$ cat config.mk
export PLATFORM = sky130hd
export DESIGN_NAME = cbx_param_cfg
export DESIGN_NICKNAME = d
export VERILOG_FILES = /design/src/rtl/cbx_cfg_pkg.sv /design/src/rtl/cfg_chain_shadow.sv /design/src/rtl/cbx_param_cfg.sv
export SDC_FILE = /design/constraint.sdc
export NUM_CORES = 1
export LEC_CHECK = 0
export ABC_AREA = 0
export CAP_MARGIN = 20
export CORE_MARGIN = 2
export CORE_UTILIZATION = 39
export DETAILED_ROUTE_END_ITERATION = 8
export PLACE_DENSITY = 0.83
export SETUP_SLACK_MARGIN = 0.05
export SLEW_MARGIN = 5
export SYNTH_ARGS = -nofsm -noshare
export SYNTH_HDL_FRONTEND = slang
export SYNTH_HIERARCHICAL = 1
export SYNTH_SLANG_ARGS = --single-unit
$ cat constraint.sdc
create_clock -name prog_clk -period 1.73 [get_ports prog_clk]
set_input_delay 0.4325 -clock prog_clk [delete_from_list [all_inputs] [get_ports prog_clk]]
set_output_delay 0.4325 -clock prog_clk [all_outputs]
set_load 0.02 [all_outputs]
$ cat src/rtl/cbx_cfg_pkg.sv
// Shared constants and elaboration-time helpers for the parametrised connection block.
// Used to size the config chain and to wire each ipin mux to its channel tracks.
package cbx_cfg_pkg;

    localparam int DEF_CHAN_WIDTH = 30;
    localparam int DEF_MUX_SIZE   = 12;

    // Never returns 0 so that derived vector widths stay legal for tiny values.
    function automatic int clog2(input int value);
        int width;
        width = 1;
        while ((1 << width) < value) begin
            width = width + 1;
        end
        return width;
    endfunction

    // Channel track feeding mux input pair p of ipin k.
    function automatic int track_of(input int k, input int p, input int stride, input int width);
        return (k + stride * p) % width;
    endfunction

endpackage

$ cat src/rtl/cfg_chain_shadow.sv
// Serial config chain with a shadow (active) copy that is updated only by a commit
// made after exactly CHAIN_LEN or more shifted bits.
module cfg_chain_shadow
    import cbx_cfg_pkg::*;
#(
    parameter int CHAIN_LEN = 16
) (
    input  logic                 i_clk,
    input  logic                 i_rst,
    input  logic                 i_shift_en,
    input  logic                 i_commit,
    input  logic                 i_head,
    output logic [CHAIN_LEN-1:0] o_act,
    output logic                 o_tail,
    output logic                 o_valid,
    output logic                 o_err
);

    localparam int CNT_W = clog2(CHAIN_LEN + 1);

    logic [CHAIN_LEN-1:0] r_sr;
    logic [CHAIN_LEN-1:0] r_act;
    logic [CNT_W-1:0]     r_cnt;
    logic                 r_valid;
    logic                 r_err;

    logic [CHAIN_LEN-1:0] w_sr_next;
    logic [CNT_W-1:0]     w_cnt_next;
    logic                 w_full;

    assign w_full = (r_cnt == CNT_W'(CHAIN_LEN));

    always_comb begin
        w_sr_next = r_sr;
        if (i_shift_en) begin
            w_sr_next[0] = i_head;
            for (int i = 1; i < CHAIN_LEN; i++) begin
                w_sr_next[i] = r_sr[i-1];
            end
        end
    end

    // A commit restarts the count; a shift in the same cycle counts as the first new bit.
    always_comb begin
        w_cnt_next = r_cnt;
        if (i_commit) begin
            w_cnt_next = i_shift_en ? CNT_W'(1) : '0;
        end else if (i_shift_en && !w_full) begin
            w_cnt_next = r_cnt + CNT_W'(1);
        end
    end

    always_ff @(posedge i_clk) begin
        if (i_rst) begin
            r_sr    <= '0;
            r_act   <= '0;
            r_cnt   <= '0;
            r_valid <= 1'b0;
            r_err   <= 1'b0;
        end else begin
            r_sr  <= w_sr_next;
            r_cnt <= w_cnt_next;
            if (i_commit) begin
                if (w_full) begin
                    r_act   <= r_sr;
                    r_valid <= 1'b1;
                end else begin
                    r_err   <= 1'b1;
                end
            end
        end
    end

    assign o_act   = r_act;
    assign o_tail  = r_sr[CHAIN_LEN-1];
    assign o_valid = r_valid;
    assign o_err   = r_err;

endmodule

$ cat src/rtl/cbx_param_cfg.sv
// X-channel connection block: straight-through tracks plus NUM_IPINS tree muxes
// whose selects come from a double-buffered ccff configuration chain.
module cbx_param_cfg
    import cbx_cfg_pkg::*;
#(
    parameter int CHAN_WIDTH   = DEF_CHAN_WIDTH,
    parameter int NUM_IPINS    = 4,
    parameter int MUX_SIZE     = DEF_MUX_SIZE,
    parameter int SEL_BITS     = clog2(MUX_SIZE),
    parameter int TRACK_STRIDE = 3
) (
    input  logic                  prog_clk,
    input  logic                  pReset,
    input  logic                  ccff_head,
    input  logic                  cfg_shift_en,
    input  logic                  cfg_commit,
    input  logic [CHAN_WIDTH-1:0] chanx_left_in,
    input  logic [CHAN_WIDTH-1:0] chanx_right_in,
    output logic [CHAN_WIDTH-1:0] chanx_left_out,
    output logic [CHAN_WIDTH-1:0] chanx_right_out,
    output logic [NUM_IPINS-1:0]  ipin_out,
    output logic                  ccff_tail,
    output logic                  cfg_valid,
    output logic                  cfg_err,
    output logic [NUM_IPINS-1:0]  cfg_sel_bad
);

    localparam int CHAIN_LEN = NUM_IPINS * SEL_BITS;
    localparam int IN_SPAN   = 1 << SEL_BITS;

    logic [CHAIN_LEN-1:0] w_act;
    logic                 w_valid;

    cfg_chain_shadow #(
        .CHAIN_LEN (CHAIN_LEN)
    ) u_chain (
        .i_clk      (prog_clk),
        .i_rst      (pReset),
        .i_shift_en (cfg_shift_en),
        .i_commit   (cfg_commit),
        .i_head     (ccff_head),
        .o_act      (w_act),
        .o_tail     (ccff_tail),
        .o_valid    (w_valid),
        .o_err      (cfg_err)
    );

    assign cfg_valid       = w_valid;
    assign chanx_left_out  = chanx_right_in;
    assign chanx_right_out = chanx_left_in;

    for (genvar k = 0; k < NUM_IPINS; k++) begin : g_pin
        logic [IN_SPAN-1:0]  w_in;
        logic [SEL_BITS-1:0] w_sel;
        logic                w_sel_ok;

        assign w_sel    = w_act[k*SEL_BITS +: SEL_BITS];
        assign w_sel_ok = (int'(w_sel) < MUX_SIZE);

        // Even inputs take the left track, odd inputs the right track of the same index.
        for (genvar p = 0; p < MUX_SIZE / 2; p++) begin : g_pair
            localparam int TRK = track_of(k, p, TRACK_STRIDE, CHAN_WIDTH);
            assign w_in[2*p]   = chanx_left_in[TRK];
            assign w_in[2*p+1] = chanx_right_in[TRK];
        end

        if (IN_SPAN > MUX_SIZE) begin : g_pad
            assign w_in[IN_SPAN-1:MUX_SIZE] = '0;
        end

        assign ipin_out[k]    = w_valid && w_sel_ok && w_in[w_sel];
        assign cfg_sel_bad[k] = w_valid && !w_sel_ok;
    end

endmodule
==> results.md, run 1 <==
* DIE AREA at between 6000 and 7000 sq um
* Violations in the final reports: setup timing
* Post-synthesis instance total at 267
* Mean cell area of the mapped netlist at 9.23 sq um
* Congestion Overflow GR at 0
* Headroom to the max-slew limit at a little over two thirds
* Count of fill cells added during filler insertion at 556
* Mapped Area at approximately 2500 sq um
* Starting Density at about 41%
* Register cell area after layout at between 800 and 900 sq um
* Final hold violations at 0
* Post-synth EDFFs at 0
* Wirelength per Cell at 14.9 microns
* Multi-input gate area at ~1200 sq um
* Max Clock Skew at ~0.0047 ns
* Top cell type's share of synthesized area at a little under a third
* Fraction of layout cells with a size suffix above 1 at a little under a quarter
* Total cell area at the placement stage at 3150 sq um
* Post-route worst hold slack at between 0.4 and 0.5 ns
* Peak Freq at between 400 and 500 MHz
* Main synth FF type: dfxtp_1
* Drt drc at 0
* Clock net sink count at 39
* Clock period minus worst slack at between 2 and 2.5 ns
* Final weighted congestion in routability-driven placement at around 0.80
* Biggest area consumer among synthesized cells: dfxtp_1
* Maximum count of clock buffers along a single path at 2
* Number of max-slew violations in the final report at 0
* Final wirelength at between 5000 and 6000 microns
* Clock Pin Slew Worst Setup and Hold Paths at 0.07 ns
* Rows at 28
* Highest fanout seen on the critical path at 5
* Global-route wire length before repair at roughly 9300 microns
* Number of non-filler instances in the completed layout at approximately 400
* Total instance count after detailed placement at between 300 and 400
* Post-CTS Hold Fix Bufs at 0
* Required time worst endpoint at 1.30 ns
* Final worst-path setup slack at -0.285 ns
* Overall die width at between 80 and 90 microns
* Routed vias at between 2,000 and 2,500
* Die height at around 84 microns
* Unrepaired setup endpoints after global routing: true
* Type of the tightest min-delay check: reg -> reg
* Master cell of the clock root buffer: clkbuf_8
* Total core area at around 6000 sq um
* Dominant cell by count in the synthesized netlist: buf_4
* TritonCTS clock tree: built
* Tot GR Track Use at between 10% and 20%
* Number of detailed-route iterations in the first pass at 4
* Data arrival time of the critical path at between 1.5 and 2 ns
* Inserted Clock Buffers at 5
* Areal power density over the cells at roughly 620 nW/um^2
* Kind of start point of the critical path: flip-flop
* Deepest level of the CTS H-tree at 2
* Fraction of the cycle the final worst path needs at 116%
* Post-synthesis async set-or-reset flop share at 0%
* Initial antenna violation count at 0
* Non-Filler Cell Area, Final at around 3200 sq um
* Sequential fraction of the synthesis area at between 30% and 40%
* Maximum vdd ir drop at between 0.0004 and 0.0005 V
* Actual transition at the worst max-transition pin at between 0.4 and 0.5 ns
* Post-synth net total at roughly 330
* Number of warnings issued by yosys at 6
* Leakage power at 1.46 nW
* Most frequent cells after synthesis: buf_4 (60), dfxtp_1 (39), mux2i_1 (23)
* Vias in the first global route at ~2,000
* Max-cap violations at 0
* Detail Route Antenna Nets at 0
* Pre-CTS WS at -0.935 ns
* Count of input and output buffers at 91
* Number of distinct standard cells referenced by the synthesized netlist at 36
* Violation count after the first detailed-routing iteration at 54
* Later-pin clock latency in the skew report at a little under 0.3 ns
* Endpoint type of the worst setup path: primary output
* Setup Fix Bufs, Post-CTS at 0
* Aggregate negative setup slack at -1.01 ns
* Synth area leaders: dfxtp_1 (32%), buf_4 (18%), mux2i_1 (9.3%)
* Drt via density at 5.23
* Diode count at 0
* Net count of the finished layout at ~380
* Count of endpoints failing setup in the final report at 4
* Area added between synthesis and finish at 30.7%
* Number of ports placed on the die boundary at roughly 140
* Outcome: finished, violations left
* Largest net degree at the start of global routing at 40
* Category of the critical setup timing path: reg -> out
* Flip-flop and latch count after synthesis at 39
* Detail Placement HPWL at 4250 microns
sequential cells by signal, summed over array words and instances, names as in the netlist:
register / flops
u_chain/r_sr: 16
u_chain/o_act: 16
u_chain/r_cnt: 5
u_chain/o_valid: 1
u_chain/o_err: 1
through the flow:
stage	total power (W)	utilization, %
after detailed placement	0.00131	52.3
after global placement	0.00130	52.3
after floorplan	0.00122	-
final	0.00200	53.4
after CTS	0.00203	52.9
after global routing	0.00208	53.4
final timing paths:
check,startpoint,to,slack (ns),depth (start not counted)
min,u_chain/o_err,u_chain/o_err,0.47,2
max,u_chain/o_act[12],ipin_out[3],-0.29,4
max reg2reg,u_chain/r_cnt[0],u_chain/r_cnt[0],0.13,6
min reg2reg,u_chain/o_err,u_chain/o_err,0.47,2
routing by layer:
layer	wire length, microns	global-route usage [%]
met1	2190	17.0
met2	3070	29.4
met3	451	6.13
met4	87	5.28
met5	0	0
worst max-delay path, cell delays in order, from the launching register on:
cell,delay (ns)
dfxtp_4,0.38
mux4_2,0.53
nor2b_4,0.15
o41ai_2,0.07
buf_2,0.17
logic make-up (layout without fill, tap and decap cells):
family,count (synthesis),in the layout,synth area share [%]
AND/OR/NAND/NOR,66,66,14.4
multiplexers,32,32,17.9
adder cells (fa/ha/maj),2,2,1.02
buffers and inverters,79,127,22.2
AO/OA/AOI/OAI,47,47,12.1
flip-flops,39,39,31.7
XOR/XNOR,2,2,0.711
area by class of cell:
cell class                      count  share of cell area, %
Tap cell                           75                   2.91
Clock inverter                      2                   1.09
Sequential cell                    39                   24.9
Timing Repair Buffer              115                   32.2
Inverter                            4                  0.466
Multi-Input combinational cell    149                   35.9
Clock buffer                        6                   2.56
what timing repair did:
item | in CTS | in global routing
pin swaps | 9 | 2
gates cloned | 0 | 0
setup endpoints to repair | 48 | 24
resized for setup | 120 | 27
cell usage in the layout, fill, tap and decap left out, types with 6 or more instances in the layout:
cell type / instances
dfxtp_1: 27
buf_4: 24
mux4_2: 8
dlygate4sd2_1: 61
clkbuf_8: 6
a21oi_1: 19
dlymetal6s2s_1: 12
nand3_1: 19
o21ai_0: 16
clkdlybuf4s50_1: 7
buf_2: 6
nor2_1: 21
mux2i_1: 23
dfxtp_2: 9
power by group:
group | total, W | leakage, nW | internal (W) | switching, W
logic | 0.000327 | 1.07 | 0.000162 | 0.000165
clock network | 0.000772 | 0.0612 | 0.000466 | 0.000306
registers | 0.000906 | 0.322 | 0.000899 | 0.00000678
Note: power is estimated with default switching activity, not from simulation.
==> inputs of run 2 (changes only) <==
CORE_UTILIZATION = 63   (was 39)
DONT_BUFFER_PORTS = 1   (was default)
PLACE_DENSITY = 0.81   (was 0.83)
==> results.md, run 2 (synthesis gave the netlist of run 1 again) <==
* Hold Startpoint: pReset (was u_chain/o_err)
* Deepest level of the CTS H-tree at 2 (unchanged)
* Final wirelength at 4810 microns (was 5800 microns)
* End point of the most critical hold path: u_chain/o_act[4] (was u_chain/o_err)
* Starting Density at 66.3% (was 40.9%)
* Highest fanout seen on the critical path at 4 (was 5)
* Most common library cell in the layout ignoring fill and taps: dfxtp_1 (was dlygate4sd2_1)
* Unrepaired setup endpoints after global routing: true (unchanged)
* Count of fill cells added during filler insertion at 329 (was 556)
* Aggregate negative setup slack at -0.982 ns (was -1.01 ns)
* Clock Pin Slew Worst Setup and Hold Paths at 0.07 ns (about the same)
* Wirelength per Cell at 18.5 microns (was 14.9 microns)
* Final hold violations at 0 (unchanged)
* Drt via density at 6.36 (was 5.23)
* Setup Fix Bufs, Post-CTS at 0 (unchanged)
* P_sw at 0.000325 W (was 0.000477 W)
* Data arrival time of the critical path at 1.63 ns (was 1.58 ns)
* Hold path cells at 1 (was 2)
* Fraction of power consumed by combinational cells at 3.9% (was 16.3%)
* Post-CTS Hold Fix Bufs at 0 (unchanged)
* Areal power density over the cells at 711 nW/um^2 (was 622 nW/um^2)
* Required time worst endpoint at 1.30 ns (about the same)
* Core utilization of the finished layout at 59.6% (was 53.4%)
* Sequential group share of total power at 57.7% (was 45.2%)
* Net count of the finished layout at 279 (was 381)
* Detail Route Antenna Nets at 0 (unchanged)
* Detail Placement HPWL at 3400 microns (was 4250 microns)
* Tot GR Track Use at 21.8% (was 16.1%)
* Later-pin clock latency in the skew report at 0.28 ns (was 0.29 ns)
* Inserted Clock Buffers at 5 (unchanged)
* Count of input and output buffers at 0 (was 91)
* Overall die width at 66.6 microns (was 83.5 microns)
* Maximum count of clock buffers along a single path at 2 (unchanged)
* Final worst-path setup slack at -0.331 ns (was -0.285 ns)
* Routed vias at 1,654 (was 2,041)
* Post-route worst hold slack at 0.206 ns (was 0.471 ns)
* Violation count after the first detailed-routing iteration at 109 (was 54)
* Area added between synthesis and finish at -10.2% (was 30.7%)
* Setup slack of the most critical reg-to-reg path at 0.18 ns (was 0.13 ns)
* Total cell area at the placement stage at 2090 sq um (was 3150 sq um)
* Internal Dissipation at 0.00125 W (was 0.00153 W)
* Actual transition at the worst max-transition pin at 0.445 ns (was 0.459 ns)
* DIE AREA at 4430 sq um (was 6970 sq um)
* Share of power burned in the clock network at 38.4% (was 38.5%)
* Non-Filler Cell Area, Final at 2210 sq um (was 3220 sq um)
* Vias in the first global route at 1,604 (was 1,957)
* Global-route wire length before repair at 7360 microns (was 9310 microns)
* Leakage power at 0.804 nW (was 1.46 nW)
* Master cell of the clock root buffer: clkbuf_8 (unchanged)
* Violations in the final reports: setup timing (unchanged)
* Count of endpoints failing setup in the final report at 4 (unchanged)
* Number of detailed-route iterations in the first pass at 4 (unchanged)
* Total core area at 3720 sq um (was 6030 sq um)
* Fraction of the cycle the final worst path needs at 119% (was 116%)
* Initial antenna violation count at 0 (unchanged)
* Max Clock Skew at 0.00558 ns (was 0.00472 ns)
* Fraction of power spent switching nets at 20.6% (was 23.8%)
* Reg2Reg Launch Point: u_chain/r_cnt[0] (unchanged)
* Fraction of layout cells with a size suffix above 1 at 21.7% (was 22.5%)
* Outcome: finished, violations left (unchanged)
* Category of the critical setup timing path: reg -> out (unchanged)
* Kind of start point of the critical path: flip-flop (unchanged)
* Clock net sink count at 39 (unchanged)
* Die height at 66.6 microns (was 83.5 microns)
* Final weighted congestion in routability-driven placement at 0.710 (was 0.801)
* Cells on worst reg2reg path at 6 (unchanged)
* Headroom to the max-slew limit at 70.3% (was 69.4%)
* Most frequent cells in the layout: dfxtp_1 (31), mux2i_1 (23), nor2_1 (21), nand3_1 (19), a21oi_1 (19) (was dlygate4sd2_1 (61), dfxtp_1 (27), buf_4 (24), mux2i_1 (23), nor2_1 (21))
* Number of max-slew violations in the final report at 0 (unchanged)
* Drt drc at 0 (unchanged)
* Clock period minus worst slack at 2.06 ns (was 2.02 ns)
* Rows at 22 (was 28)
* Peak Freq at 485 MHz (was 496 MHz)
* Type of the tightest min-delay check: in -> reg (was reg -> reg)
* Diode count at 0 (unchanged)
* Total power draw at 0.00158 W (was 0.00200 W)
* Endpoint type of the worst setup path: primary output (unchanged)
* Critical register-to-register path endpoint: u_chain/o_act[5] (was u_chain/r_cnt[0])
* Largest net degree at the start of global routing at 40 (unchanged)
* Number of ports placed on the die boundary at 136 (unchanged)
* Congestion Overflow GR at 0 (unchanged)
* Maximum vdd ir drop at 0.000478 V (was 0.000415 V)
* Max-cap violations at 0 (unchanged)
* TritonCTS clock tree: built (unchanged)
[run 2: cell types whose count changed in the layout (fill, tap and decap cells not counted), moves of 4 or more]
cell | previous run | this run
dfxtp_1 | 27 | 31
buf_4 | 24 | 12
buf_2 | 6 | 0
clkdlybuf4s50_1 | 7 | 0
dlygate4sd2_1 | 61 | 0
dfxtp_2 | 9 | 5
dlymetal6s2s_1 | 12 | 0
[run 2: worst max path at each step]
stage,start,end,cells past startpoint
2_1_floorplan,u_chain/o_valid,ipin_out[0],2
3_3_place_gp,u_chain/o_act[12],ipin_out[3],4
3_5_place_dp,u_chain/o_act[12],ipin_out[3],4
4_1_cts,u_chain/o_act[12],ipin_out[3],5
5_1_grt,u_chain/o_act[12],ipin_out[3],5
6_report,u_chain/o_act[12],ipin_out[3],5
[run 2: power by group through the flow]
| stage | Clock (W) | Sequential (W) | Combinational (W) |
|---|---|---|---|
| final | 0.000605 | 0.000908 | 0.0000619 |
| after global routing | 0.000669 | 0.000908 | 0.0000676 |
| after CTS | 0.000616 | 0.000911 | 0.0000611 |
| after detailed placement | 0 | 0.000934 | 0.0000593 |
| after global placement | 0 | 0.000933 | 0.0000556 |
| after floorplan | 0 | 0.000932 | 0.000284 |
[run 2: what timing repair did]
item,4_1_cts,5_1_grt
cloned,0,1
setup endpoints to repair,4,9
pin swaps,4,1
resized for setup,16,9
[run 2: critical path, stage by stage (launching register included)]
cell,delay [ns]
dfxtp_4,0.36
buf_4,0.13
nor2b_1,0.13
a22o_1,0.23
o41ai_2,0.29
buf_4,0.21
[run 2: final cells by class]
type / count / area (sq um) / area share, %
Multi-Input combinational cell: 149 / 1150 / 52.0
Clock inverter: 1 / 5.00 / 0.226
Inverter: 4 / 15.0 / 0.678
Sequential cell: 39 / 798 / 36.0
Tap cell: 48 / 60.1 / 2.71
Clock buffer: 6 / 82.6 / 3.73
Timing Repair Buffer: 13 / 101 / 4.58
[run 2: per-stage QoR]
stage,cells,setup slack (ns)
after CTS,259,-0.317
after global placement,252,-0.0214
after detailed placement,252,-0.107
final,260,-0.331
after global routing,260,-0.338
after floorplan,267,-0.0308
[run 2: layer usage]
layer  wire, microns  global-route usage (%)  part of all wire, %  up-vias
met5               0                       0                    0        -
met4              71                    8.67                  1.5        0
met3             415                    8.95                  8.6       10
met2            2390                    36.1                   50       78
met1            1940                    24.8                   40      792
li1                -                       -                    -      774
==> inputs of run 3 (changes only) <==
clock period = 2.17 ns   (was 1.73 ns; I/O delays follow)
==> results.md, run 3 (synthesis gave the netlist of run 1 again) <==
* CP delay by family, top: multiplexers (was compound AO/OA/AOI/OAI gates)
* Max Clock Skew at 0.00342 ns (was 0.00558 ns)
* Hold path cells at 1 (unchanged)
* Fraction of power consumed by combinational cells at 3.6% (was 3.9%)
* Data arrival time of the critical path at 1.56 ns (was 1.63 ns)
* Gr busiest metal: met2 (unchanged)
* Most common library cell in the layout ignoring fill and taps: dfxtp_1 (unchanged)
* Register cell area after layout at 802 sq um (was 798 sq um)
* Sequential group share of total power at 56.0% (was 57.7%)
* Wirelength per Cell at 17.4 microns (was 18.5 microns)
* Required time worst endpoint at 1.63 ns (was 1.30 ns)
* Max-cap violations at 0 (unchanged)
* Count of endpoints failing setup in the final report at 0 (was 4)
* Most frequent cells in the layout: dfxtp_1 (30), mux2i_1 (23), nor2_1 (21), nand3_1 (19), a21oi_1 (19) (was dfxtp_1 (31), mux2i_1 (23), nor2_1 (21), nand3_1 (19), a21oi_1 (19))
* Setup Fix Bufs, Post-CTS at 0 (unchanged)
* Die height at 66.6 microns (unchanged)
* Violation count after the first detailed-routing iteration at 71 (was 109)
* P_sw at 0.000255 W (was 0.000325 W)
* Final wirelength at 4450 microns (was 4810 microns)
* Congestion Overflow GR at 0 (unchanged)
* Met3 track demand over resource in global routing at 7.43% (was 8.95%)
* Multi-input gate area at 1130 sq um (was 1150 sq um)
* Share of power burned in the clock network at 40.4% (was 38.4%)
* Type of the tightest min-delay check: in -> reg (unchanged)
* Detail Placement HPWL at 3050 microns (was 3400 microns)
* End point of the most critical hold path: u_chain/o_act[4] (unchanged)
* Kind of start point of the critical path: flip-flop (unchanged)
* Total core area at 3720 sq um (unchanged)
* Fraction of the cycle the final worst path needs at between 90 and 100%
* Peak Freq at approximately 480 MHz
* Number of ports placed on the die boundary at 136 (unchanged)
* Headroom to the max-slew limit at 70.6% (was 70.3%)
* Cells on worst reg2reg path at 6 (unchanged)
* Drt drc at 0 (unchanged)
* Maximum vdd ir drop at 0.000241 V (was 0.000478 V)
* Area added between synthesis and finish at -12.2% (was -10.2%)
* Pre-CTS WS at 0.178 ns (was -0.107 ns)
* Met1 capacity usage during global routing at 21.4% (was 24.8%)
* Net count of the finished layout at 274 (was 279)
* Non-Filler Cell Area, Final at 2160 sq um (was 2210 sq um)
* Overall die width at 66.6 microns (unchanged)
* Post-CTS Hold Fix Bufs at 0 (unchanged)
* Vias in the first global route at 1,567 (was 1,604)
* Deepest level of the CTS H-tree at 2 (unchanged)
* Maximum count of clock buffers along a single path at 2 (unchanged)
* Drt via density at 6.41 (was 6.36)
* Areal power density over the cells at 596 nW/um^2 (was 711 nW/um^2)
* Buffering stage count on the worst path with inverters included at 1 (was 2)
* Largest net degree at the start of global routing at 40 (unchanged)
* Endpoint type of the worst setup path: primary output (unchanged)
* Detail Route Antenna Nets at 0 (unchanged)
* Critical path's slowest cell: mux4_2 (was dfxtp_4)
* Largest stage delay on the critical path at 0.52 ns (was 0.36 ns)
* Unrepaired setup endpoints after global routing: true (unchanged)
* GR met2 Demand/Resource at 34.9% (was 36.1%)
* DIE AREA at 4430 sq um (unchanged)
* Setup slack of the most critical reg-to-reg path at 0.54 ns (was 0.18 ns)
* Fraction of power spent switching nets at 19.7% (was 20.6%)
* Aggregate negative setup slack at 0 ns (was -0.982 ns)
* Clock period minus worst slack at between 2 and 2.5 ns
* Count of input and output buffers at 0 (unchanged)
* Diode count at 0 (unchanged)
* Routed vias at 1,640 (was 1,654)
* Later-pin clock latency in the skew report at 0.29 ns (was 0.28 ns)
* TritonCTS clock tree: built (unchanged)
* Clock Pin Slew Worst Setup and Hold Paths at 0.07 ns (about the same)
* Initial antenna violation count at 0 (unchanged)
* Number of detailed-route iterations in the first pass at 4 (unchanged)
* Actual transition at the worst max-transition pin at 0.440 ns (was 0.445 ns)
* Inserted Clock Buffers at 5 (unchanged)
* Category of the critical setup timing path: reg -> out (unchanged)
* Rows at 22 (unchanged)
* Final hold violations at 0 (unchanged)
* Fraction of layout cells with a size suffix above 1 at 19.7% (was 21.7%)
* Number of max-slew violations in the final report at 0 (unchanged)
* Starting Density at 66.3% (unchanged)
* Reg2Reg Launch Point: u_chain/r_cnt[0] (unchanged)
* Outcome: finished clean (was finished, violations left)
* Count of fill cells added during filler insertion at 333 (was 329)
* Highest fanout seen on the critical path at 5 (was 4)
* Final weighted congestion in routability-driven placement at 0.715 (was 0.710)
* Hold Startpoint: pReset (unchanged)
* Master cell of the clock root buffer: clkbuf_8 (unchanged)
* CP cell instances: mux4_2 > nor2b_2 > o41ai_2 > buf_4 (was buf_4 > nor2b_1 > a22o_1 > o41ai_2 > buf_4)
* Critical register-to-register path endpoint: u_chain/r_cnt[2] (was u_chain/o_act[5])
* Final worst-path setup slack at 0.0702 ns (was -0.331 ns)
* Global-route wire length before repair at 6770 microns (was 7360 microns)
* Total cell area at the placement stage at 2050 sq um (was 2090 sq um)
* Tot GR Track Use at 20.3% (was 21.8%)
* Leakage power at 0.769 nW (was 0.804 nW)
* Clock net sink count at 39 (unchanged)
* Internal Dissipation at 0.00104 W (was 0.00125 W)
run 3: stage by stage:
step	power, W	util [%]	hold slack (ns)	cells
after detailed placement	0.000790	55.3	0.472	248
final	0.00129	58.2	0.309	256
after global placement	0.000788	55.3	0.464	248
after floorplan	0.000969	-	0.456	267
after CTS	0.00131	58.1	0.297	256
after global routing	0.00134	58.2	0.291	256
run 3: final cells by class:
type,count,share of cell area (%)
multi-input combinational,149,52.1
sequential,39,37.1
clock buffer,8,4.63
timing repair buffer,8,2.78
tap,48,2.78
inverter,4,0.694
run 3: worst reg2reg max path: stages (launching register included):
cell and delay [ns]:
dfxtp_1 0.40, inv_1 0.08, ha_1 0.21, nor4bb_2 0.18, buf_4 0.16, or3_1 0.36
a211oi_2 0.17
run 3: worst max path at each step:
stage | from | to | slack, ns | cells past startpoint
after floorplan | u_chain/o_valid | ipin_out[2] | 0.07 | 2
after global placement | chanx_right_in[9] | ipin_out[3] | 0.21 | 4
after detailed placement | chanx_right_in[9] | ipin_out[3] | 0.18 | 4
after CTS | u_chain/o_act[12] | ipin_out[3] | 0.04 | 4
after global routing | u_chain/o_act[12] | ipin_out[3] | 0.01 | 4
final | u_chain/o_act[12] | ipin_out[3] | 0.07 | 4
run 3: repair_timing:
action	CTS	global route
gates resized for setup	15	6
pin swaps	1	3
setup endpoints to repair	4	4
run 3: layer usage:
layer	routed length (microns)	vias up
li1	-	766
met1	1820	785
met2	2220	79
met3	322	10
met4	91	0
met5	0	-
run 3: power by group through the flow:
stage                     registers, W  logic (W)  clock network [W]
after global placement        0.000744  0.0000438                  0
after floorplan               0.000743   0.000226                  0
final                         0.000723  0.0000460           0.000521
after CTS                     0.000723  0.0000456           0.000537
after global routing          0.000723  0.0000504           0.000569
after detailed placement      0.000744  0.0000452                  0
